[src/rtl/tile_map_writer.sv]
// Writable 8x6 tile map: serial level load, single-cell updates from game logic,
// live gem count and a registered read port for the drawing path.
module tile_map_writer (
  input  logic       clk,
  input  logic       reset,
  input  logic       load_start,
  input  logic       ld_valid,
  input  logic [1:0] ld_type,
  output logic       ld_ready,
  output logic       load_done,
  input  logic       wr_req,
  input  logic [2:0] wr_x,
  input  logic [2:0] wr_y,
  input  logic [1:0] wr_type,
  output logic       wr_ack,
  output logic       wr_err,
  input  logic [2:0] rd_x,
  input  logic [2:0] rd_y,
  output logic [1:0] rd_type,
  output logic [5:0] remaining,
  output logic       all_clear,
  output logic       busy
);

  localparam int         COLS  = 8;
  localparam int         ROWS  = 6;
  localparam int         CELLS = COLS * ROWS;
  localparam logic [1:0] GEM   = 2'b10;
  localparam logic [5:0] LAST  = 6'(CELLS - 1);

  typedef enum logic [1:0] {IDLE, LOAD, READY} state_t;

  state_t     state_q, state_d;
  logic [1:0] cell_q [CELLS];
  logic [1:0] cell_d [CELLS];
  logic [5:0] idx_q, idx_d;
  logic [5:0] rem_q, rem_d;
  logic       load_done_q, load_done_d;
  logic       wr_ack_q, wr_ack_d;
  logic       wr_err_q, wr_err_d;
  logic       all_clear_q, all_clear_d;
  logic [1:0] rd_type_q, rd_type_d;

  // With COLS = 8 the row-major index is simply {y, x}.
  logic [5:0] wr_idx, rd_idx;
  logic       wr_in_range, rd_in_range;
  logic [1:0] wr_old;

  assign wr_idx      = {wr_y, wr_x};
  assign rd_idx      = {rd_y, rd_x};
  assign wr_in_range = (wr_y < 3'(ROWS));
  assign rd_in_range = (rd_y < 3'(ROWS));
  assign wr_old      = wr_in_range ? cell_q[wr_idx] : 2'b00;

  always_ff @(posedge clk or posedge reset) begin
    if (reset) state_q <= IDLE;
    else       state_q <= state_d;
  end

  always_comb begin
    state_d = state_q;
    case (state_q)
      IDLE:    if (load_start) state_d = LOAD;
      LOAD:    if (!load_start && ld_valid && idx_q == LAST) state_d = READY;
      READY:   if (load_start) state_d = LOAD;
      default: state_d = IDLE;
    endcase
  end

  always_comb begin
    for (int i = 0; i < CELLS; i++) cell_d[i] = cell_q[i];
    idx_d       = idx_q;
    rem_d       = rem_q;
    load_done_d = 1'b0;
    wr_ack_d    = 1'b0;
    wr_err_d    = 1'b0;
    all_clear_d = 1'b0;
    rd_type_d   = rd_in_range ? cell_q[rd_idx] : 2'b00;
    // load_start outranks both a stream beat and a pending write.
    if (load_start) begin
      idx_d = 6'd0;
      rem_d = 6'd0;
    end else begin
      case (state_q)
        LOAD: if (ld_valid) begin
          cell_d[idx_q] = ld_type;
          idx_d         = idx_q + 6'd1;
          if (ld_type == GEM) rem_d = rem_q + 6'd1;
          if (idx_q == LAST) load_done_d = 1'b1;
        end
        READY: if (wr_req) begin
          if (wr_in_range) begin
            cell_d[wr_idx] = wr_type;
            wr_ack_d       = 1'b1;
            if (wr_old == GEM && wr_type != GEM) begin
              rem_d       = rem_q - 6'd1;
              all_clear_d = (rem_q == 6'd1);
            end else if (wr_old != GEM && wr_type == GEM) begin
              rem_d = rem_q + 6'd1;
            end
          end else begin
            wr_err_d = 1'b1;
          end
        end
        default: ;
      endcase
    end
  end

  always_ff @(posedge clk or posedge reset) begin
    if (reset) begin
      for (int i = 0; i < CELLS; i++) cell_q[i] <= 2'b00;
      idx_q       <= 6'd0;
      rem_q       <= 6'd0;
      load_done_q <= 1'b0;
      wr_ack_q    <= 1'b0;
      wr_err_q    <= 1'b0;
      all_clear_q <= 1'b0;
      rd_type_q   <= 2'b00;
    end else begin
      for (int i = 0; i < CELLS; i++) cell_q[i] <= cell_d[i];
      idx_q       <= idx_d;
      rem_q       <= rem_d;
      load_done_q <= load_done_d;
      wr_ack_q    <= wr_ack_d;
      wr_err_q    <= wr_err_d;
      all_clear_q <= all_clear_d;
      rd_type_q   <= rd_type_d;
    end
  end

  assign ld_ready  = (state_q == LOAD);
  assign busy      = (state_q == LOAD);
  assign load_done = load_done_q;
  assign wr_ack    = wr_ack_q;
  assign wr_err    = wr_err_q;
  assign all_clear = all_clear_q;
  assign rd_type   = rd_type_q;
  assign remaining = rem_q;

endmodule

[config.mk]
export PLATFORM = sky130hd
export DESIGN_NAME = tile_map_writer
export DESIGN_NICKNAME = d
export VERILOG_FILES = /design/src/rtl/tile_map_writer.sv
export SDC_FILE = /design/constraint.sdc
export NUM_CORES = 1
export LEC_CHECK = 0
export BUFFER_PORTS_ARGS = -buffer_cell sky130_fd_sc_hd__buf_2
export CAP_MARGIN = 20
export CORE_ASPECT_RATIO = 1.4
export CORE_MARGIN = 2
export CORE_UTILIZATION = 51
export CTS_BUF_LIST = sky130_fd_sc_hd__clkbuf_8
export CTS_CLUSTER_DIAMETER = 200
export DETAILED_ROUTE_END_ITERATION = 8
export MAX_ROUTING_LAYER = met4
export PLACE_DENSITY = 0.71
export SETUP_SLACK_MARGIN = 0.1
export SLEW_MARGIN = 5
export SYNTH_ARGS = -nofsm -noshare
export SYNTH_HDL_FRONTEND = slang
export SYNTH_SLANG_ARGS = --single-unit
[constraint.sdc]
create_clock -name clk -period 4.4 [get_ports clk]
set_input_delay 0 -clock clk [delete_from_list [all_inputs] [get_ports clk]]
set_output_delay 0 -clock clk [all_outputs]
set_load 0.02 [all_outputs]
==> summary.md <==
| Metric | Value |
|---|---|
| Post-synth EDFFs | `0` |
| Clk sinks | `116` |
| Hold crit path type | `in -> async` |
| Drt initial violations | `950` |
| Max FO, Critical Path | `8` |
| Hold slack | `0.0567 ns` |
| CP Class | `reg -> reg` |
| Grt ovf | `0` |
| Non-Filler Instances | `1218` |
| Top-count cell post-synth | `nand2_1` |
| Antenna Nets Post-Route | `0` |
| Rel. slew slack | `between 20% and 30%` |
| Max Freq | `around 320 MHz` |
| Multi-input logic area | `0.00510 mm2` |
| Crit-path slowest cell | `a222oi_1` |
| Die H | `around 160 um` |
| Pre-antenna DRT Iters | `7` |
| Synth Cell Area | `0.00835 mm2` |
| First-pass GRT wire length | `approximately 44 mm` |
| Required time worst endpoint | `around 4.8 ns` |
| Commonest cells post-synth | `214 x nand2_1, 148 x o21ai_0, 117 x nor2_1` |
| DR vias | `roughly 8000` |
| Die X | `112 um` |
| CTS Hold Bufs | `13` |
| Top_reg_cell synth | `dfrtp_1` |
| Power per cell area | `273 mW/mm2` |
| RSZ-0062 raised after global routing | `no` |
| DRC Markers | `0` |
| Post_cts resized | `0` |
| Layout cells sized above 1 | `between 10% and 20%` |
| Later-pin clock latency in the skew report | `~0.47 ns` |
| Peak supply drop | `~0.18 mV` |
| Total GRT Usage | `between 30% and 40%` |
| Fin. Hold Viols | `0` |
| Post-Route WL | `27.8 mm` |
| Synth warnings | `0` |
| Crit path DAT | `about 3.5 ns` |
| Status | `finished clean` |
| Synth area leader | `dfrtp_1` |
| Final core utilization | `between 50 and 60%` |
| Fin Setup TNS | `0 ns` |
| Maxcap violations | `0` |
| Final HPWL DP | `~18 mm` |
| IO Port Bufs | `34` |
| Final setup vio count | `0` |
| Crit. End Element | `flip-flop` |
| Postcts setup bufs | `0` |
| Clk slew on worst S/H paths | `about 0.07 ns` |
| Flops & latches, synth | `116` |
| Worst path bufs/invs | `0` |
| H-tree depth | `4` |
| Nets | `between 1000 and 1500` |
| Register area share after synthesis | `a little over a third` |
| CTS tree | `done` |
| Max Root-Sink Buffers | `2` |
| Startpoint Class | `flip-flop` |
| CP max stage delay | `a little over 0.9 ns` |
| Root buffer cell | `clkbuf_8` |
| Netlist cell types | `65` |
| Leakage | `between 3 and 4 nW` |
| Worst slew pin tran | `around 1.1 ns` |
| Fin crit period | `roughly 3.1 ns` |
| Synthesized area per cell | `8.37 um2` |
| Wire per inst | `about 23 um` |
| Final Cycle Share | `between 70 and 80%` |
| Layout area overhead | `10.2%` |
| Async SR Flop Fraction | `between 90% and 100%` |
| Area fraction of the dominant cell type after synthesis | `34.8%` |
| Inserted Clock Buffers | `17` |
| Placed cells | `about 1200` |
| Cells after Synth | `~1000` |
| Largest net degree at the start of global routing | `79` |
| Gpl congestion | `~1.0` |
| Crit path cell chain | `mux2_2, a221oi_1, o32ai_1, a222oi_1, a2111oi_4, and3_1, or3_1, o211ai_1` |
| Antenna violations before repair | `0` |
| Final Skew | `0.0145 ns` |
| Die Area | `0.0174 mm2` |
| # rows | `55` |
| Starting Density | `around half` |
| Delay-heaviest family, CP | `compound AO/OA/AOI/OAI gates` |
| Vias in the first global route | `7743` |
| Syn Nets | `between 1000 and 1500` |
| Core area | `0.0161 mm2` |
| Most area-consuming cells after synthesis | `dfrtp_1 35%, o22a_1 10%, nand2_1 9.6%` |
| Reg area | `0.00290 mm2` |
| FILL cells | `about 1500` |
| Boundary Pins | `35` |
| Number of vias per cell | `approximately 6.7` |
| Final Max Tran Viols | `0` |
[tightest hold or removal path, stage by stage]
cell and delay [ns]:
dlygate4sd3_1 0.53, buf_2 0.13, inv_4 0.26
[sequential cells by signal, indices dropped and copies added (netlist names)]
register / cells
all_clear: 1
idx_q: 6
rd_type: 2
remaining: 6
state_q: 2
wr_err: 1
wr_ack: 1
load_done: 1
cell_q: 96
[report_power, final]
group	switching (mW)	internal [mW]
combinational	0.180	0.0817
sequential	0.0174	1.08
clock	0.458	0.693
[final cells by class]
class                      instances  area share, %
clock inverter                    13           2.05
multi-input combinational        795           55.4
antenna                            1         0.0272
timing repair buffer              65           4.95
sequential                       116           31.6
tap                              199           2.71
inverter                          10          0.435
clock buffer                      19           2.84
[logic make-up (layout without fill, tap and decap cells)]
| family | Yosys count | in the layout | share of synthesized area (%) |
|---|---|---|---|
| DFF | 116 | 116 | 34.8 |
| AOI/OAI and AO/OA | 310 | 310 | 25.4 |
| muxes | 61 | 61 | 12.4 |
| and+or+nand+nor | 413 | 413 | 21.4 |
| xor gates and xnor gates | 7 | 7 | 0.734 |
| adders and majority gates | 4 | 4 | 0.600 |
| buffers and inverters | 86 | 107 | 4.69 |
| other | 0 | 1 | 0 |
[path summary, 6_finish.rpt]
check                      depth (start not counted)  slack, ns                   start                       end
hold reg to reg                                    2       0.51  cell_q[37]$_DFFE_PP0P_    cell_q[37]$_DFFE_PP0P_
min in group clk                                   4       0.10                 rd_y[0]      rd_type[0]$_DFF_PP0_
max in group asynchronous                          4       3.53                   reset    cell_q[85]$_DFFE_PP0P_
hold / removal                                     3       0.06                   reset    cell_q[83]$_DFFE_PP0P_
setup / recovery                                   8       1.27  cell_q[49]$_DFFE_PP0P_  remaining[2]$_DFFE_PP0P_
setup reg to reg                                   8       1.27  cell_q[49]$_DFFE_PP0P_  remaining[2]$_DFFE_PP0P_
[cell usage in the layout (no fill, tap or decap), types with 5 or more instances in the layout]
cell and count:
nand2_1 214, nor3b_2 5, xor2_1 5, inv_1 10, dfrtp_1 116, nor2b_1 6
buf_4 17, nor2_1 117, bufinv_16 5, nand4_1 5, a21oi_1 10, nand3_1 15
o211ai_1 8, buf_2 34, nand3b_1 6, clkbuf_8 19, and3_1 5, nor3b_1 8
dlygate4sd3_1 13, o21ai_0 148, nor3_1 7, o22a_1 96, a221oi_1 11, mux2_2 7
mux2i_1 18, mux4_2 32
[routing by layer]
| layer | up-vias | track usage, % | wire length, um |
|---|---|---|---|
| met5 | - | - | 0 |
| met4 | 0 | 23.8 | 2110 |
| met3 | 157 | 7.91 | 2490 |
| met2 | 502 | 51.1 | 12800 |
| met1 | 3813 | 40.5 | 10400 |
| li1 | 3658 | - | - |
[stage by stage]
step           area [um2]  worst slack (ns)  power, mW
2_1_floorplan        8350              1.33       1.28
3_3_place_gp         8590              1.05       1.36
3_5_place_dp         8590             0.938       1.36
4_1_cts              9170              1.36       2.51
5_1_grt              9200              1.16       2.58
6_report             9200              1.27       2.51
Power figures use the tool's default switching activity.
